==> src/rtl/spi_readout_responder_pkg.sv <==
// Shared types and widths for the readout SPI responder.
// FSM encoding is fixed so it can be matched in waveforms and firmware.
package spi_readout_responder_pkg;

  localparam int CMD_FIFO_WIDTH = 32;
  localparam int HIT_WORD_WIDTH = 64;

  typedef enum logic [2:0] {
    ST_WAIT_HIGH = 3'd0,
    ST_IDLE      = 3'd1,
    ST_LOAD      = 3'd2,
    ST_SHIFT     = 3'd3,
    ST_DONE      = 3'd4
  } state_t;

endpackage

==> src/rtl/spi_readout_responder_if.sv <==
// SPI pin bundle between the readout initiator and the responder.
// master = initiator side, slave = chip-side responder.
interface spi_readout_responder_if;

  logic spi_csb;
  logic spi_clock;
  logic spi_mosi;
  logic spi_miso;

  modport master (
    output spi_csb,
    output spi_clock,
    output spi_mosi,
    input  spi_miso
  );

  modport slave (
    input  spi_csb,
    input  spi_clock,
    input  spi_mosi,
    output spi_miso
  );

endinterface

==> src/rtl/spi_input_sync.sv <==
// Two-flop synchroniser plus history flop for one asynchronous SPI pin.
// rise/fall are single-cycle pulses derived from the synchronised level.
module spi_input_sync (
  input  logic clock,
  input  logic reset,
  input  logic din,
  output logic level,
  output logic rise,
  output logic fall
);

  logic meta;
  logic hist;

  always_ff @(posedge clock) begin
    if (reset) begin
      meta  <= 1'b0;
      level <= 1'b0;
      hist  <= 1'b0;
    end else begin
      meta  <= din;
      level <= meta;
      hist  <= level;
    end
  end

  assign rise = level & ~hist;
  assign fall = ~level & hist;

endmodule

==> src/rtl/spi_readout_responder.sv <==
// Chip-side readout SPI responder: serves hit words on MISO, captures MOSI.
// Define SPI_RESPONDER_STATS_EN to add frame_count/underrun_count outputs.
module spi_readout_responder
  import spi_readout_responder_pkg::*;
#(
  parameter bit                          CPOL      = 1'b0,
  parameter bit                          CPHA      = 1'b1,
  parameter logic [HIT_WORD_WIDTH-1:0]   IDLE_WORD = '0,
  parameter int                          CMD_BITS  = 24
) (
  input  logic                        clock,
  input  logic                        reset,
  spi_readout_responder_if.slave      spi,
  input  logic [HIT_WORD_WIDTH-1:0]   hit_fifo_data,
  input  logic                        hit_fifo_empty,
  output logic                        hit_fifo_rd_en,
  output logic [CMD_FIFO_WIDTH-1:0]   cmd_fifo_data,
  output logic                        cmd_fifo_wr_en,
  input  logic                        cmd_fifo_full,
  output logic                        busy,
  output logic                        underrun,
  output logic                        cmd_overflow
`ifdef SPI_RESPONDER_STATS_EN
  ,
  output logic [31:0]                 frame_count,
  output logic [15:0]                 underrun_count
`endif
);

  logic csb_level, csb_rise, csb_fall;
  logic sck_level_unused, sck_rise, sck_fall;
  logic mosi_level, mosi_rise_unused, mosi_fall_unused;

  spi_input_sync u_csb (
    .clock (clock),
    .reset (reset),
    .din   (spi.spi_csb),
    .level (csb_level),
    .rise  (csb_rise),
    .fall  (csb_fall)
  );

  spi_input_sync u_sck (
    .clock (clock),
    .reset (reset),
    .din   (spi.spi_clock),
    .level (sck_level_unused),
    .rise  (sck_rise),
    .fall  (sck_fall)
  );

  spi_input_sync u_mosi (
    .clock (clock),
    .reset (reset),
    .din   (spi.spi_mosi),
    .level (mosi_level),
    .rise  (mosi_rise_unused),
    .fall  (mosi_fall_unused)
  );

  state_t                      state;
  logic [HIT_WORD_WIDTH-1:0]   shift_out;
  logic [HIT_WORD_WIDTH-1:0]   load_word;
  logic [CMD_BITS-1:0]         cmd;
  logic [CMD_BITS-1:0]         cmd_next;
  logic [7:0]                  bit_count;
  logic                        miso_r;
  logic                        lead, trail;
  logic                        shift_ev, sample_ev;

  assign lead      = CPOL ? sck_fall : sck_rise;
  assign trail     = CPOL ? sck_rise : sck_fall;
  assign shift_ev  = CPHA ? lead : trail;
  assign sample_ev = CPHA ? trail : lead;

  assign load_word = hit_fifo_empty ? IDLE_WORD : hit_fifo_data;
  assign cmd_next  = (cmd << 1) | CMD_BITS'(mosi_level);

  assign spi.spi_miso = miso_r;

  // Zeros shift in behind the word, so MISO falls to 0 after bit 0.
  always_ff @(posedge clock) begin
    if (reset) begin
      state          <= ST_WAIT_HIGH;
      shift_out      <= '0;
      cmd            <= '0;
      bit_count      <= '0;
      miso_r         <= 1'b0;
      hit_fifo_rd_en <= 1'b0;
      cmd_fifo_wr_en <= 1'b0;
      cmd_fifo_data  <= '0;
      busy           <= 1'b0;
      underrun       <= 1'b0;
      cmd_overflow   <= 1'b0;
    end else begin
      hit_fifo_rd_en <= 1'b0;
      cmd_fifo_wr_en <= 1'b0;
      unique case (state)
        ST_WAIT_HIGH: begin
          if (csb_level) state <= ST_IDLE;
        end
        ST_IDLE: begin
          if (csb_fall) state <= ST_LOAD;
        end
        ST_LOAD: begin
          hit_fifo_rd_en <= ~hit_fifo_empty;
          if (hit_fifo_empty) underrun <= 1'b1;
          bit_count <= '0;
          cmd       <= '0;
          busy      <= 1'b1;
          if (CPHA) begin
            shift_out <= load_word;
          end else begin
            miso_r    <= load_word[HIT_WORD_WIDTH-1];
            shift_out <= {load_word[HIT_WORD_WIDTH-2:0], 1'b0};
          end
          state <= csb_rise ? ST_DONE : ST_SHIFT;
        end
        ST_SHIFT: begin
          if (csb_rise) begin
            state <= ST_DONE;
          end else begin
            if (shift_ev) {miso_r, shift_out} <= {shift_out, 1'b0};
            if (sample_ev) begin
              cmd <= cmd_next;
              if (bit_count != 8'hFF) bit_count <= bit_count + 8'd1;
            end
          end
        end
        ST_DONE: begin
          busy   <= 1'b0;
          miso_r <= 1'b0;
          if (bit_count != 8'd0) begin
            cmd_fifo_data <= {bit_count, 24'(cmd)};
            if (cmd_fifo_full) cmd_overflow   <= 1'b1;
            else               cmd_fifo_wr_en <= 1'b1;
          end
          state <= ST_IDLE;
        end
        default: state <= ST_WAIT_HIGH;
      endcase
    end
  end

`ifdef SPI_RESPONDER_STATS_EN
  always_ff @(posedge clock) begin
    if (reset) begin
      frame_count    <= '0;
      underrun_count <= '0;
    end else begin
      if (state == ST_DONE)
        frame_count <= frame_count + 32'd1;
      if (state == ST_LOAD && hit_fifo_empty)
        underrun_count <= underrun_count + 16'd1;
    end
  end
`endif

endmodule

==> src/flat_wrapper.sv <==
// flat-port wrapper written by rule: the top's interface ports become plain ports
module spi_readout_responder_flat import spi_readout_responder_pkg::*;
#(
  parameter bit                          CPOL      = 1'b0,
  parameter bit                          CPHA      = 1'b1,
  parameter logic [HIT_WORD_WIDTH-1:0]   IDLE_WORD = '0,
  parameter int                          CMD_BITS  = 24
)
  (clock, reset, hit_fifo_data, hit_fifo_empty, hit_fifo_rd_en, cmd_fifo_data, cmd_fifo_wr_en, cmd_fifo_full, busy, underrun, cmd_overflow, spi_spi_csb, spi_spi_clock, spi_spi_mosi, spi_spi_miso);
  spi_readout_responder_if spi_i ();
  input  logic clock;
  input  logic reset;
  input  logic [HIT_WORD_WIDTH-1:0] hit_fifo_data;
  input  logic hit_fifo_empty;
  output logic hit_fifo_rd_en;
  output logic [CMD_FIFO_WIDTH-1:0] cmd_fifo_data;
  output logic cmd_fifo_wr_en;
  input  logic cmd_fifo_full;
  output logic busy;
  output logic underrun;
  output logic cmd_overflow;
  input wire logic [$bits(spi_i.spi_csb)-1:0] spi_spi_csb;
  input wire logic [$bits(spi_i.spi_clock)-1:0] spi_spi_clock;
  input wire logic [$bits(spi_i.spi_mosi)-1:0] spi_spi_mosi;
  output wire logic [$bits(spi_i.spi_miso)-1:0] spi_spi_miso;
  assign spi_i.spi_csb = spi_spi_csb;
  assign spi_i.spi_clock = spi_spi_clock;
  assign spi_i.spi_mosi = spi_spi_mosi;
  assign spi_spi_miso = spi_i.spi_miso;
  spi_readout_responder #(.CPOL(CPOL), .CPHA(CPHA), .IDLE_WORD(IDLE_WORD), .CMD_BITS(CMD_BITS)) u_core (.clock(clock), .reset(reset), .spi(spi_i), .hit_fifo_data(hit_fifo_data), .hit_fifo_empty(hit_fifo_empty), .hit_fifo_rd_en(hit_fifo_rd_en), .cmd_fifo_data(cmd_fifo_data), .cmd_fifo_wr_en(cmd_fifo_wr_en), .cmd_fifo_full(cmd_fifo_full), .busy(busy), .underrun(underrun), .cmd_overflow(cmd_overflow));
endmodule
==> config.mk <==
export PLATFORM = sky130hd
export DESIGN_NAME = spi_readout_responder_flat
export DESIGN_NICKNAME = d
export VERILOG_FILES = /design/src/rtl/spi_readout_responder_pkg.sv /design/src/rtl/spi_readout_responder_if.sv /design/src/rtl/spi_input_sync.sv /design/src/rtl/spi_readout_responder.sv /design/src/flat_wrapper.sv
export SDC_FILE = /design/constraint.sdc
export NUM_CORES = 1
export LEC_CHECK = 0
export CAP_MARGIN = 20
export CELL_PAD_IN_SITES_DETAIL_PLACEMENT = 1
export CELL_PAD_IN_SITES_GLOBAL_PLACEMENT = 2
export CORE_MARGIN = 4
export CORE_UTILIZATION = 34
export CTS_CLUSTER_SIZE = 16
export DETAILED_ROUTE_END_ITERATION = 12
export PLACE_DENSITY = 0.85
export SLEW_MARGIN = 0
export SYNTH_ARGS = -nofsm -noshare
export SYNTH_HDL_FRONTEND = slang
export SYNTH_SLANG_ARGS = --single-unit
==> constraint.sdc <==
create_clock -name clock -period 6 [get_ports clock]
set_input_delay 1.2 -clock clock [delete_from_list [all_inputs] [get_ports clock]]
set_output_delay 1.2 -clock clock [all_outputs]
set_load 0.005 [all_outputs]
### Word level (Yosys, flattened, before mapping)

Index checks and enable logic that the tools add are counted.

* register bits: 145
* output and inout bits: 38
* logic and storage cells: 81

* add/subtract/negate cells: 1
* eq/ne operators: 12
* muxes and demuxes: 21
* bitwise logic cells: 13
* reductions and logical operators: 15

Operator list (number)
* $mux W64: 3
* $pmux W64 S2: 1
* $mux W24: 2
* $pmux W24 S2: 1
* $mux W8: 3
* $or A24 B1 Y24: 1
* $pmux W8 S2: 1
* $pmux W3 S5: 1
* $reduce_and A3 Y1: 5
* $mux W3: 4
* $ne A2 B1 Y1 const B: 5
* $add A8 B1 Y8 const B: 1
* $ne A8 B8 Y1 const B: 1
* $not A1 Y1: 8
* $reduce_bool A8 Y1: 1
* $eq A3 B2 Y1 const B: 2
* $reduce_bool A2 Y1: 3
* $and A1 B1 Y1: 4
* $ne A2 B2 Y1 const B: 2
* $pmux W1 S2: 2
* $reduce_and A2 Y1: 2
* $reduce_and A4 Y1: 1
* $eq A3 B1 Y1 const B: 1
* $eq A3 B3 Y1 const B: 1
* other kinds (4): 6

### Logic depth before layout (Yosys ltp)

* depth in word-level cells: 5
* gate-level depth with buffers: 8

### Cells and area by module

A second synthesis with hierarchy kept.

* cells, all modules: 734
* area, all modules: 6137.1 µm²

Modules (own cells, without submodules)
* spi_readout_responder: times used 1, cells an instance 710, area each 5863.1 µm²
* spi_input_sync: times used 3, cells an instance 8, area each 91.3 µm²

### Least setup slack after synthesis

OpenSTA, ideal clock, no wires.

* path type: input to register
* start: input port reset
* end: register u_core.cmd_fifo_data[1]
* setup time: 0.144 ns
* arrival time: 2.195 ns
* setup slack: 3.661 ns
* stages: 4
* buffers on the path: 3
* cell sequence: clkbuf_1 > clkbuf_1 > clkbuf_1 > a21oi_1

RTL lines
* start: declaration: RTL line flat_wrapper.sv:12 `input logic reset;`
* end signal: assignment: RTL line spi_readout_responder.sv:134 `cmd_fifo_data <= {bit_count, 24'(cmd)};`
* end: declaration: RTL line spi_readout_responder.sv:17 `output logic [CMD_FIFO_WIDTH-1:0] cmd_fifo_data,`

No word-level cell between the ends.

### Worst setup path in the final report

* start: register u_core.state[0]
* end: register u_core.shift_out[54]

* cells in the longest elaborated chain, start to end: 3

RTL lines
* start: declaration: RTL line spi_readout_responder.sv:61 `state_t state;`
* start signal: assignment: RTL line spi_readout_responder.sv:117 `state <= csb_rise ? ST_DONE : ST_SHIFT;`
* $eq A3 B2 Y1: RTL line spi_readout_responder.sv:98 `unique case (state)`
* $ne A2 B2 Y1 (no line), or another cell as far along
* $reduce_and A3 Y1 (no line)
* end signal: assignment: RTL line spi_readout_responder.sv:112 `shift_out <= load_word;`
* end signal: assignment: RTL line spi_readout_responder.sv:115 `shift_out <= {load_word[HIT_WORD_WIDTH-2:0], 1'b0};`
* end signal: assignment: RTL line spi_readout_responder.sv:123 `if (shift_ev) {miso_r, shift_out} <= {shift_out, 1'b0};`
* end: declaration: RTL line spi_readout_responder.sv:62 `logic [HIT_WORD_WIDTH-1:0] shift_out;`

Parallel ways exist; a longest one is shown, timed or not.
A chain may end at the register's enable or synchronous reset.

==> impl_summary.md <==
Run status
The run finished with clean final reports.

Setup path
Data arrives at the worst endpoint at 3.02 ns. The data required time of the worst path is approximately 6.3 ns. The worst setup path is captured at a flip-flop. The largest fanout on the critical path is a little under 80. The setup slack of the worst register-to-register path is approximately 3.2 ns.

STA classifies the critical path startpoint as a flip-flop. The critical path class is reg -> reg.

Final layout
0 antenna diodes ended up in the layout. Compared with the post-synthesis result, the final layout area differs by 27.6%. After the last flow step, the layout net total stands at around 880.

The area of all placed cells without fillers is 0.00802 mm^2. The share of final-layout standard cells stronger than drive strength 1 is 0.0781. The most frequent standard cell in the layout excluding fill and tap cells is sky130_fd_sc_hd__a21oi_1. The library cells used most frequently in the layout, excluding fill and tap cells, are 180 x sky130_fd_sc_hd__a21oi_1, 145 x sky130_fd_sc_hd__dfxtp_1, 106 x sky130_fd_sc_hd__clkdlybuf4s50_1, 93 x sky130_fd_sc_hd__nand2_1.

Die
In this run the horizontal extent of the chip is around 140 um. The height of the die is roughly 140 um. The initial utilization of the core area, before any placement, comes to 0.348. The area enclosed by the die boundary is roughly 0.021 mm^2. In this run the count of I/O pins placed on the die edge is 109.

The initialized floorplan defines 49 standard-cell rows. The total core area is 0.0181 mm^2.

CTS
After clock tree synthesis, the flow added hold-fix buffers numbering 0. The post-CTS resize count is 0. The maximum clock insertion buffer count is 2.

TritonCTS built the clock tree. The clock transition time at the flip-flop clock pins of the worst setup and hold paths is roughly 0.06 ns. The number of clock sinks seen by CTS is about 150. The clock insertion delay at the later pin of the skew report is roughly 0.43 ns. The root buffer cell is sky130_fd_sc_hd__clkbuf_16. The H-tree was split into 4 levels. Clock tree synthesis inserted a total of 17 buffers. Post-CTS timing repair inserted 0 buffers for setup.

Pwr
The power per unit of standard cell area is 275 mW/mm^2. Summed over all cells, the static leakage comes to between 2 and 2.5 nW. The worst ir drop on vdd is between 0.15 and 0.2 mV.

Route
The count of routing violations after the opening detailed-route iteration is around 340. Wires add up to 17600 um. In the routed design, unresolved DRC markers number 0. In the final routed layout, each cell accounts on average for about 17 um. Before antenna repair, the detailed router went through 4 iterations. The overall via count from detail_route is ~5.7k.

The number of routed nets with antenna violations is 0. The average vias per placed instance is about 5.4.

Placed design
The post-placement worst setup slack is a little over 3 ns. In this run the tool buffered the top-level ports with around 110 buffer cells. The standard cell area after detailed placement is 0.00739 mm^2. The congestion estimate from routability-driven global placement came to between 0.7 and 0.8.

After legalization and detailed placement, the total HPWL measured approximately 11000 um.

Yosys
The number of enable flip-flop cells after synthesis is 0. The fraction of the yosys area taken by sequential cells is 0.462. The fraction of synthesized cell area taken by the top area cell type is 0.462.

Counting flops and latches in the post-synthesis netlist gives roughly 150. In this run the mean area of a mapped cell was approximately 8.4 um^2. The fraction of registers with async set or reset after synthesis is 0. The number of warnings reported in the yosys synthesis log is 0. Synthesis produced ~750 cells. The cell type contributing the most total cell area after synthesis is sky130_fd_sc_hd__dfxtp_1. After synthesis the cells add up to ~0.0063 mm^2. The most instantiated flip-flop cell in the synthesis netlist is sky130_fd_sc_hd__dfxtp_1. The net count after synthesis is 821. Synthesis instantiated 46 different standard cells from the library. After synthesis, the cell types taking the most area are sky130_fd_sc_hd__dfxtp_1 46%, sky130_fd_sc_hd__a21oi_1 14%, sky130_fd_sc_hd__a211oi_1 7.6%.

Global route
The aggregate global routing overflow is 0. The via count of the first global-routing pass is 5723. Across every metal layer, demand over resource in global routing totals 0.171. Entering global routing, the biggest net connects 100 pins.

The number of antenna violations at the first check in global routing is 0. The first global-routing pass estimated roughly 29000 um of wire.

Worst hold path
The tightest min-delay check is of the reg -> reg type.

Timing
Static timing analysis puts the maximum clock frequency at around 0.36 GHz. The clock period minus worst slack is between 2 and 3 ns. The worst path setup slack after routing is around 3.2 ns. Setup repair after global routing left no endpoint under its margin. The number of max-slew violations in the final report is 0. On the final layout, the worst hold slack is between 0.4 and 0.5 ns. Clock skew on the completed layout was measured at around 0.009 ns. At the pin with the least slew margin, the transition time is between 1 and 1.5 ns. The number of endpoints with negative hold slack in the final report is 0. In the final timing run, aggregate negative setup slack is 0 ns.

The final cycle utilization of the critical path is 0.462. The total of endpoints with negative setup slack in the final report is 0. The worst slew margin relative to its limit is 0.264.

Flow run
The count of maximum capacitance violations is 0.
[flip-flops by register name, summed over array words and instances, names as in the netlist]
| register | cells |
|---|---|
| u_core.shift_out | 64 |
| u_core.u_mosi.level | 1 |
| u_core.u_mosi.meta | 1 |
| u_core.state | 3 |
| u_core.u_sck.meta | 1 |
| u_core.u_sck.hist | 1 |
| u_core.u_csb.meta | 1 |
| u_core.u_csb.hist | 1 |
| u_core.spi.spi_miso | 1 |
| u_core.busy | 1 |
| u_core.bit_count | 8 |
| u_core.hit_fifo_rd_en | 1 |
| u_core.underrun | 1 |
| u_core.cmd_overflow | 1 |
| u_core.cmd | 24 |
| u_core.u_csb.level | 1 |
| u_core.u_sck.level | 1 |
| u_core.cmd_fifo_data | 32 |
| u_core.cmd_fifo_wr_en | 1 |
[cell type report]
type / count / area (um^2)
tap: 229 / 287
inverter: 3 / 11.3
timing repair buffer: 118 / 1160
fill: 2088 / 10100
multi-input combinational: 521 / 3040
clock inverter: 15 / 193
sequential: 145 / 2900
clock buffer: 17 / 425
[metrics by stage]
stage	utilization	power, W	cells
floorplan	-	0.00106	748
global placement	0.408	0.00111	1015
detailed placement	0.408	0.00112	1015
CTS	0.443	0.00223	1047
global route	0.444	0.00229	1048
finish	0.444	0.00220	1048
[power breakdown]
| group | switching (W) | internal (W) | total, W |
|---|---|---|---|
| clock network | 0.000416 | 0.000691 | 0.00111 |
| registers | 0.00000526 | 0.000969 | 0.000975 |
| logic | 0.0000555 | 0.0000671 | 0.000123 |
[kinds of logic (layout without fill, tap and decap cells)]
family,after synthesis,in the layout,share of synthesized area
AOI/OAI and AO/OA,307,307,0.288
and+or+nand+nor,212,212,0.187
DFF,145,145,0.462
buffers and inverters,82,153,0.0587
adders and majority gates,2,2,0.00398
[critical path, stage by stage (launching register included)]
cell	delay (ns)
sky130_fd_sc_hd__dfxtp_1	0.70
sky130_fd_sc_hd__and3b_4	0.72
sky130_fd_sc_hd__buf_4	0.72
sky130_fd_sc_hd__nor3b_1	0.13
sky130_fd_sc_hd__a21oi_1	0.18
sky130_fd_sc_hd__a211oi_1	0.11
[synthesized netlist by cell type (3+ instances only)]
cell / instances
sky130_fd_sc_hd__nand2b_1: 4
sky130_fd_sc_hd__clkbuf_1: 62
sky130_fd_sc_hd__nand2_1: 93
sky130_fd_sc_hd__a21oi_1: 180
sky130_fd_sc_hd__a21oi_2: 10
sky130_fd_sc_hd__nor3b_1: 64
sky130_fd_sc_hd__nor3_1: 7
sky130_fd_sc_hd__buf_2: 7
sky130_fd_sc_hd__nand3_1: 4
sky130_fd_sc_hd__o21ai_0: 32
sky130_fd_sc_hd__and3_1: 3
sky130_fd_sc_hd__dfxtp_1: 145
sky130_fd_sc_hd__nor2b_1: 12
sky130_fd_sc_hd__buf_6: 7
sky130_fd_sc_hd__buf_1: 3
sky130_fd_sc_hd__a31oi_1: 4
sky130_fd_sc_hd__nor2_1: 8
sky130_fd_sc_hd__a211oi_1: 64
sky130_fd_sc_hd__inv_1: 3
[routing by layer]
layer  routed length [um]  up-vias  share of wire  global-route usage
met5                    0        -              0                   0
met4                  319        0          0.018              0.0679
met3                  695       21          0.040              0.0341
met2                 8470      121           0.48               0.278
met1                 8090     2733           0.46               0.223
li1                     -     2804              -                   -
[path summary, 6_finish.rpt]
kind | to | startpoint | cells past startpoint
max | u_core.shift_out[54] | u_core.state[0] | 5
min | u_core.cmd[0] | u_core.u_mosi.level | 2
max reg2reg | u_core.shift_out[54] | u_core.state[0] | 5
min reg2reg | u_core.cmd[0] | u_core.u_mosi.level | 2
Note: power is estimated with default switching activity, not from simulation.
